## config.mk

```make
export PLATFORM = sky130hd
export DESIGN_NAME = axi_mem_arbiter
export DESIGN_NICKNAME = d
export VERILOG_FILES = /design/src/rtl/axi_mem_arbiter.sv
export SDC_FILE = /design/constraint.sdc
export NUM_CORES = 1
export LEC_CHECK = 0
export CAP_MARGIN = 30
export CORE_MARGIN = 2
export CORE_UTILIZATION = 23
export CTS_CLUSTER_SIZE = 30
export DETAILED_ROUTE_END_ITERATION = 7
export HOLD_SLACK_MARGIN = 0.12
export PLACE_DENSITY_LB_ADDON = 0.3
export RECOVER_POWER = 50
export SETUP_SLACK_MARGIN = 0.2
export SLEW_MARGIN = 30
export SYNTH_ARGS = -nofsm -noshare
export SYNTH_HDL_FRONTEND = slang
export SYNTH_SLANG_ARGS = --single-unit
export TNS_END_PERCENT = 5
```

## constraint.sdc

```tcl
create_clock -name i_clk -period 2 [get_ports i_clk]
set_input_delay 0.5 -clock i_clk [delete_from_list [all_inputs] [get_ports i_clk]]
set_output_delay 0.5 -clock i_clk [all_outputs]
set_load 0.05 [all_outputs]
```

## src/rtl/axi_mem_arbiter.sv

```systemverilog
// axi_mem_arbiter
// Shares one single-port synchronous memory between the AXI write group
// (AW/W/B) and the read group (AR/R). Round-robin arbitration between bursts,
// beat-by-beat memory sequencing, and B/R response generation.
module axi_mem_arbiter #(
  parameter int ADDR_W = 8,
  parameter int DATA_W = 8,
  parameter int ID_W   = 4,
  parameter int LEN_W  = 4
) (
  input  logic              i_clk,
  input  logic              i_rst,
  input  logic              i_awvalid,
  output logic              o_awready,
  input  logic [ADDR_W-1:0] i_awaddr,
  input  logic [ID_W-1:0]   i_awid,
  input  logic [LEN_W-1:0]  i_awlen,
  input  logic              i_wvalid,
  output logic              o_wready,
  input  logic [DATA_W-1:0] i_wdata,
  input  logic              i_wlast,
  output logic              o_bvalid,
  input  logic              i_bready,
  output logic [ID_W-1:0]   o_bid,
  output logic [1:0]        o_bresp,
  input  logic              i_arvalid,
  output logic              o_arready,
  input  logic [ADDR_W-1:0] i_araddr,
  input  logic [ID_W-1:0]   i_arid,
  input  logic [LEN_W-1:0]  i_arlen,
  output logic              o_rvalid,
  input  logic              i_rready,
  output logic [DATA_W-1:0] o_rdata,
  output logic [ID_W-1:0]   o_rid,
  output logic [1:0]        o_rresp,
  output logic              o_rlast,
  output logic              o_mem_en,
  output logic              o_mem_we,
  output logic [ADDR_W-1:0] o_mem_addr,
  output logic [DATA_W-1:0] o_mem_wdata,
  input  logic [DATA_W-1:0] i_mem_rdata
);

  typedef enum logic [2:0] {
    IDLE,
    WR_DATA,
    WR_RESP,
    RD_ISSUE,
    RD_DATA
  } state_t;

  localparam logic       GRANT_READ  = 1'b0;
  localparam logic       GRANT_WRITE = 1'b1;
  localparam logic [1:0] RESP_OKAY   = 2'b00;
  localparam logic [1:0] RESP_SLVERR = 2'b10;

  state_t              r_state;
  state_t              w_next_state;
  logic                r_last_grant;
  logic [ADDR_W-1:0]   r_cur_addr;
  logic [ID_W-1:0]     r_id;
  logic [LEN_W-1:0]    r_len;
  logic [LEN_W-1:0]    r_cnt;
  logic [1:0]          r_bresp;
  logic [DATA_W-1:0]   r_rdata;
  logic                r_rd_first;
  logic                w_cnt_last;
  logic                w_wr_end;
  logic [1:0]          w_wr_bresp;

  assign w_cnt_last = (r_cnt == r_len);
  assign o_rresp    = 2'b00;

  // Next-state decode and all combinational outputs; everything is forced low
  // while reset is asserted so no grant or memory write leaks out in that cycle.
  always_comb begin
    w_next_state = r_state;
    o_awready    = 1'b0;
    o_arready    = 1'b0;
    o_wready     = 1'b0;
    o_bvalid     = 1'b0;
    o_bid        = '0;
    o_bresp      = 2'b00;
    o_rvalid     = 1'b0;
    o_rid        = '0;
    o_rlast      = 1'b0;
    o_rdata      = r_rdata;
    o_mem_en     = 1'b0;
    o_mem_we     = 1'b0;
    o_mem_addr   = '0;
    o_mem_wdata  = '0;
    w_wr_end     = 1'b0;
    w_wr_bresp   = RESP_OKAY;
    if (i_rst) begin
      o_rdata = '0;
    end else begin
      case (r_state)
        IDLE: begin
          if (i_awvalid && (!i_arvalid || (r_last_grant == GRANT_READ))) begin
            o_awready    = 1'b1;
            w_next_state = WR_DATA;
          end else if (i_arvalid) begin
            o_arready    = 1'b1;
            w_next_state = RD_ISSUE;
          end
        end
        WR_DATA: begin
          o_wready = 1'b1;
          if (i_wvalid) begin
            o_mem_en    = 1'b1;
            o_mem_we    = 1'b1;
            o_mem_addr  = r_cur_addr;
            o_mem_wdata = i_wdata;
            if (w_cnt_last || i_wlast) begin
              w_wr_end     = 1'b1;
              w_wr_bresp   = (w_cnt_last && i_wlast) ? RESP_OKAY : RESP_SLVERR;
              w_next_state = WR_RESP;
            end
          end
        end
        WR_RESP: begin
          o_bvalid = 1'b1;
          o_bid    = r_id;
          o_bresp  = r_bresp;
          if (i_bready) begin
            w_next_state = IDLE;
          end
        end
        RD_ISSUE: begin
          o_mem_en     = 1'b1;
          o_mem_addr   = r_cur_addr;
          w_next_state = RD_DATA;
        end
        RD_DATA: begin
          o_rvalid = 1'b1;
          o_rid    = r_id;
          o_rlast  = w_cnt_last;
          if (r_rd_first) begin
            o_rdata = i_mem_rdata;
          end
          if (i_rready) begin
            w_next_state = w_cnt_last ? IDLE : RD_ISSUE;
          end
        end
        default: begin
          w_next_state = IDLE;
        end
      endcase
    end
  end

  // State register plus burst bookkeeping: latch the request on the address
  // handshake, advance address/count per beat, and hold read data until RREADY.
  always_ff @(posedge i_clk) begin
    if (i_rst) begin
      r_state      <= IDLE;
      r_last_grant <= GRANT_READ;
      r_cur_addr   <= '0;
      r_id         <= '0;
      r_len        <= '0;
      r_cnt        <= '0;
      r_bresp      <= RESP_OKAY;
      r_rdata      <= '0;
      r_rd_first   <= 1'b0;
    end else begin
      r_state    <= w_next_state;
      r_rd_first <= (r_state == RD_ISSUE);
      if (o_awready) begin
        r_cur_addr   <= i_awaddr;
        r_id         <= i_awid;
        r_len        <= i_awlen;
        r_cnt        <= '0;
        r_last_grant <= GRANT_WRITE;
      end else if (o_arready) begin
        r_cur_addr   <= i_araddr;
        r_id         <= i_arid;
        r_len        <= i_arlen;
        r_cnt        <= '0;
        r_last_grant <= GRANT_READ;
      end
      if ((r_state == WR_DATA) && i_wvalid) begin
        r_cur_addr <= r_cur_addr + ADDR_W'(1);
        r_cnt      <= r_cnt + LEN_W'(1);
        if (w_wr_end) begin
          r_bresp <= w_wr_bresp;
        end
      end
      if ((r_state == RD_DATA) && r_rd_first) begin
        r_rdata <= i_mem_rdata;
      end
      if ((r_state == RD_DATA) && i_rready && !w_cnt_last) begin
        r_cur_addr <= r_cur_addr + ADDR_W'(1);
        r_cnt      <= r_cnt + LEN_W'(1);
      end
    end
  end

endmodule
```

* Word-level counts from Yosys, hierarchy flattened
Index checks and enable logic that the tools add are counted.
** Word-level totals
- Flip-flop bits (word level) :: 35
- Input port bits :: 56
- Word-level logic and storage cells :: 102
- Output and inout bits :: 44
** Cells by class
- Equal/unequal tests :: 10
- Mux-type cells :: 65
- Reductions and logical operators :: 15
- Add/sub/neg operators :: 2
- Bitwise logic cells :: 1
** Operators by type and width (count)
- 2-to-1 mux 8 bit :: 12
- 2-to-1 mux 4 bit :: 12
- 2-to-1 mux 1 bit :: 25
- 2-to-1 mux 3 bit :: 6
- case mux 8 bit (2 select lines) :: 1
- case mux 3 bit (5 select lines) :: 1
- 2-to-1 mux 2 bit :: 7
- adder 8 x 1 -> 8 bit, second input constant :: 1
- != test 2 bit, second input constant :: 4
- == test 3 x 2 -> 1 bit, second input constant :: 2
- logical AND 1 bit :: 6
- AND reduction 5 bit :: 1
- adder 4 x 1 -> 4 bit, second input constant :: 1
- == test 4 bit :: 1
- nonzero test 4 bit :: 1
- == test 3 x 1 -> 1 bit, second input constant :: 1
- == test 3 bit, second input constant :: 1
- zero test 3 bit :: 1
- != test 3 bit, second input constant :: 1
- zero test 1 bit :: 2
- logical OR 1 bit :: 2
- case mux 1 bit (2 select lines) :: 1
- AND reduction 2 bit :: 1
- nonzero test 2 bit :: 1
- NOT 1 bit :: 1

* Depth between registers and ports, before layout
- Depth in word-level cells :: 10
- Mapped depth :: 8
- Gate-level depth less buffers :: 8

* Least setup slack after synthesis
OpenSTA, ideal clock, no wires.
- Kind :: input -> output
- Start point :: input port i_rst
- End point :: output port o_mem_addr[0]
- Slack :: -0.737 ns
- Stages on the path :: 5
- Buffers on the path :: 1
- Data required time :: 1.500 ns
- Arrival time :: 2.237 ns
- Cell sequence :: buf_2 > nor2_1 > o21ai_0 > nor2_1 > and2_1
** Between the ends
- Word-level cells in the longest chain between the ends :: 1
** Ends and longest elaborated chain
- from (decl) :: RTL line 12 : input logic i_rst,
- 2-to-1 mux 8 bit :: RTL line 94 : if (i_rst) begin
- to (decl) :: RTL line 39 : output logic [ADDR_W-1:0] o_mem_addr,
No other way between the ends.

* Worst setup path after layout
- Start point :: register r_state[0]
- End point :: output port o_mem_wdata[1]
** Between the ends
- Word-level cells in the longest chain between the ends :: 3
** Ends and longest elaborated chain
- from (decl) :: RTL line 57 : state_t r_state;
- from (signal assigned) :: RTL line 166 : r_state <= w_next_state;
- == test 3 x 1 -> 1 bit :: RTL line 97 : case (r_state)
- 2-to-1 mux 8 bit :: RTL line 97
- 2-to-1 mux 8 bit :: RTL line 94
- to (decl) :: RTL line 40 : output logic [DATA_W-1:0] o_mem_wdata,
No other way between the ends.

==> impl_metrics.json <==
{
  "wl_per_cell_um": 13.7,
  "worst_slack_ns": -0.0982,
  "yosysWarnings": 0,
  "p_sw_share_pct": 43.4,
  "grt_pass1_wl_mm": 11.5,
  "grt_pass1_vias": 2412,
  "vias": 2477,
  "numCtsBuffers": 5,
  "critical_path_class": "flip-flop to primary output",
  "setup_viol": 33,
  "start_kind": "flip-flop",
  "chipWidth_um": 103,
  "worstPathRequired_ns": 1.50,
  "antenna_cells": 0,
  "htree_levels": 2,
  "syn_avg_cell_area_um2": 8.04,
  "clk_pin_slew_ns": 0.08,
  "viasPerCell": 4.60,
  "post-route-period-util_pct": 105,
  "rsz0062_at_grt": "yes",
  "p_per_area_nw_per_um2": 868,
  "ys_seq_area_share_pct": 30.2,
  "grt_use_total_pct": 14.0,
  "final_core_util_pct": 44.2,
  "finClkSkew_ns": 0.00850,
  "hpwlAfterDp_mm": 5.39,
  "gp_congestion": 0.832,
  "io-pin-count": 100,
  "cts_tree": "done",
  "clk_path_buf_depth": 2,
  "power_mw": 3.70,
  "max_freq_mhz": 477,
  "dieArea_um2": 10600,
  "grt.overflow.total": 0,
  "max_cap_viol_count": 0,
  "drt-pass1-iter-count": 4,
  "drc_errors": 0,
  "clock_latency_ns": 0.29,
  "nFillCells": 948,
  "hold_path.class": "flip-flop to flip-flop",
  "die_y_um": 103,
  "syn_inst": 280,
  "seqPwrFrac_pct": 28.0,
  "routed_wl_mm": 7.39,
  "status": "finished, violations left",
  "max-vdd-ir-drop_mv": 0.358,
  "final_antenna_net_count": 0,
  "drtIter0Drc": 60,
  "ys.flop_type": "dfxtp_1",
  "post-route-min-period_ns": 2.10,
  "antenna_found_initial": 0,
  "p_int_mw": 2.09,
  "grt_max_degree": 29,
  "synth.distinct_cells": 55,
  "final_common_cell": "clkdlybuf4s50_1",
  "rows": 36,
  "start_util_pct": 23.4,
  "final_hold_viol_count": 0,
  "area_growth_pct": 89.2,
  "port_buffers": 96,
  "synthArstFlopShare_pct": 0,
  "postCtsHoldBufs": 0,
  "syn-cell-area_um2": 2250,
  "violations": "setup timing",
  "worst-path-max-fanout": 5,
  "clock_sinks": 34,
  "worst_setup_path_end_kind": "primary output",
  "arrival_ns": 1.60,
  "synth_edf_count": 0,
  "cts_root_buf": "clkbuf_8",
  "drive_above_1_share_pct": 44.7,
  "mostFrequentLayoutCells": "clkdlybuf4s50_1, nand2_1, buf_12, buf_4, dfxtp_1",
  "p_comb_share_pct": 58.0,
  "drv_slew": 0,
  "ys_seq_elements": 34,
  "p_clk_share_pct": 14.0,
  "power.switching_mw": 1.61,
  "coreArea_um2": 9640,
  "nets": 463,
  "p_leak_nw": 1.62
}
[repair_timing]
item	in CTS	in global routing
buffers inserted	3	0
resized for setup	44	11
pin swaps	20	23
cloned	2	0
setup endpoints to repair	53	60
[critical path, stage by stage, from the launching register on]
cell and delay, ns:
dfxtp_4 0.38, inv_4 0.03, or3_4 0.38, nor2_4 0.17, and3_4 0.22, buf_12 0.13
[logic make-up (layout without fill, tap and decap cells)]
family                     after synthesis  in the layout  synth area share [%]
AOI/OAI and AO/OA                       72             72                  25.0
buffers and inverters                   26            147                  6.50
xor gates and xnor gates                 4              4                  1.89
DFF                                     34             34                  30.2
adders and majority gates                3              3                  1.67
and+or+nand+nor                        140            142                  34.5
other                                    1              3                 0.167
[layer usage]
| layer | wire length (um) | vias to the layer above | GRT usage [%] |
|---|---|---|---|
| met2 | 3560 | 78 | 24.2 |
| met5 | 0 | - | 0 |
| met1 | 3250 | 1146 | 17.4 |
| met3 | 502 | 4 | 3.12 |
| met4 | 87 | 0 | 3.95 |
| li1 | - | 1249 | - |
[cells in the mapped netlist, drive strengths merged (3+ instances only)]
library cell  number  area (um2)
nand2             46         208
dfxtp             34         681
nor2              27         111
a21oi             26         134
and2              18         113
buf               13        92.6
and3              12        75.1
o21ai             11        58.8
nor3              10        71.3
a311oi             9         129
inv                8        30.0
nand2b             6        40.0
nand3              5        25.0
a31oi              4        25.0
a32o               4        40.0
a32oi              4        53.8
clkbuf             4        15.0
o311ai             4        35.0
or3                4        25.0
xnor2              4        42.6
ha                 3        37.5
[metrics by stage]
stage | worst slack [ns] | hold slack (ns) | std cells | setup TNS, ns | instance area, um2
global route | -0.170 | 0.501 | 538 | -5.27 | 4260
floorplan | -0.130 | 0.449 | 282 | -3.39 | 2420
detailed placement | -0.219 | 0.465 | 525 | -5.34 | 3940
global placement | -0.207 | 0.469 | 525 | -4.50 | 3940
CTS | -0.119 | 0.491 | 538 | -2.65 | 4210
finish | -0.0982 | 0.477 | 538 | -2.03 | 4260
[final cells by class]
cell class                      count  area, um2  area share [%]
Clock buffer                        6       72.6            1.70
Clock inverter                      2       13.8           0.323
Inverter                            9       41.3           0.969
Multi-Input combinational cell    224       1730            40.6
Sequential cell                    34        691            16.2
Tap cell                          133        166            3.91
Timing Repair Buffer              130       1550            36.3
[state kept, by name, summed over array words and instances, names as in the netlist]
name          count
r_rd_first        1
r_last_grant      1
r_len             4
r_bresp           1
r_state           3
r_cnt             4
r_id              4
r_rdata           8
r_cur_addr        8
[final timing paths]
kind | from | to | slack [ns] | depth (start not counted)
min reg2reg | r_rdata[0]$_SDFFE_PP0P_ | r_rdata[0]$_SDFFE_PP0P_ | 0.48 | 2
max | r_state[0]$_SDFFE_PP0P_ | o_mem_wdata[1] | -0.1 | 5
max reg2reg | r_cnt[2]$_SDFFE_PP0P_ | r_cnt[2]$_SDFFE_PP0P_ | 0 | 6
min | r_rdata[0]$_SDFFE_PP0P_ | r_rdata[0]$_SDFFE_PP0P_ | 0.48 | 2
[power by group through the flow]
stage	Combinational [mW]	Sequential (mW)	Clock, mW
2_1_floorplan	1.26	0.978	0
3_3_place_gp	1.96	1.02	0
3_5_place_dp	1.99	1.02	0
4_1_cts	2.13	1.03	0.535
5_1_grt	2.33	1.06	0.563
6_report	2.14	1.03	0.518
Note: power is estimated with default switching activity, not from simulation.
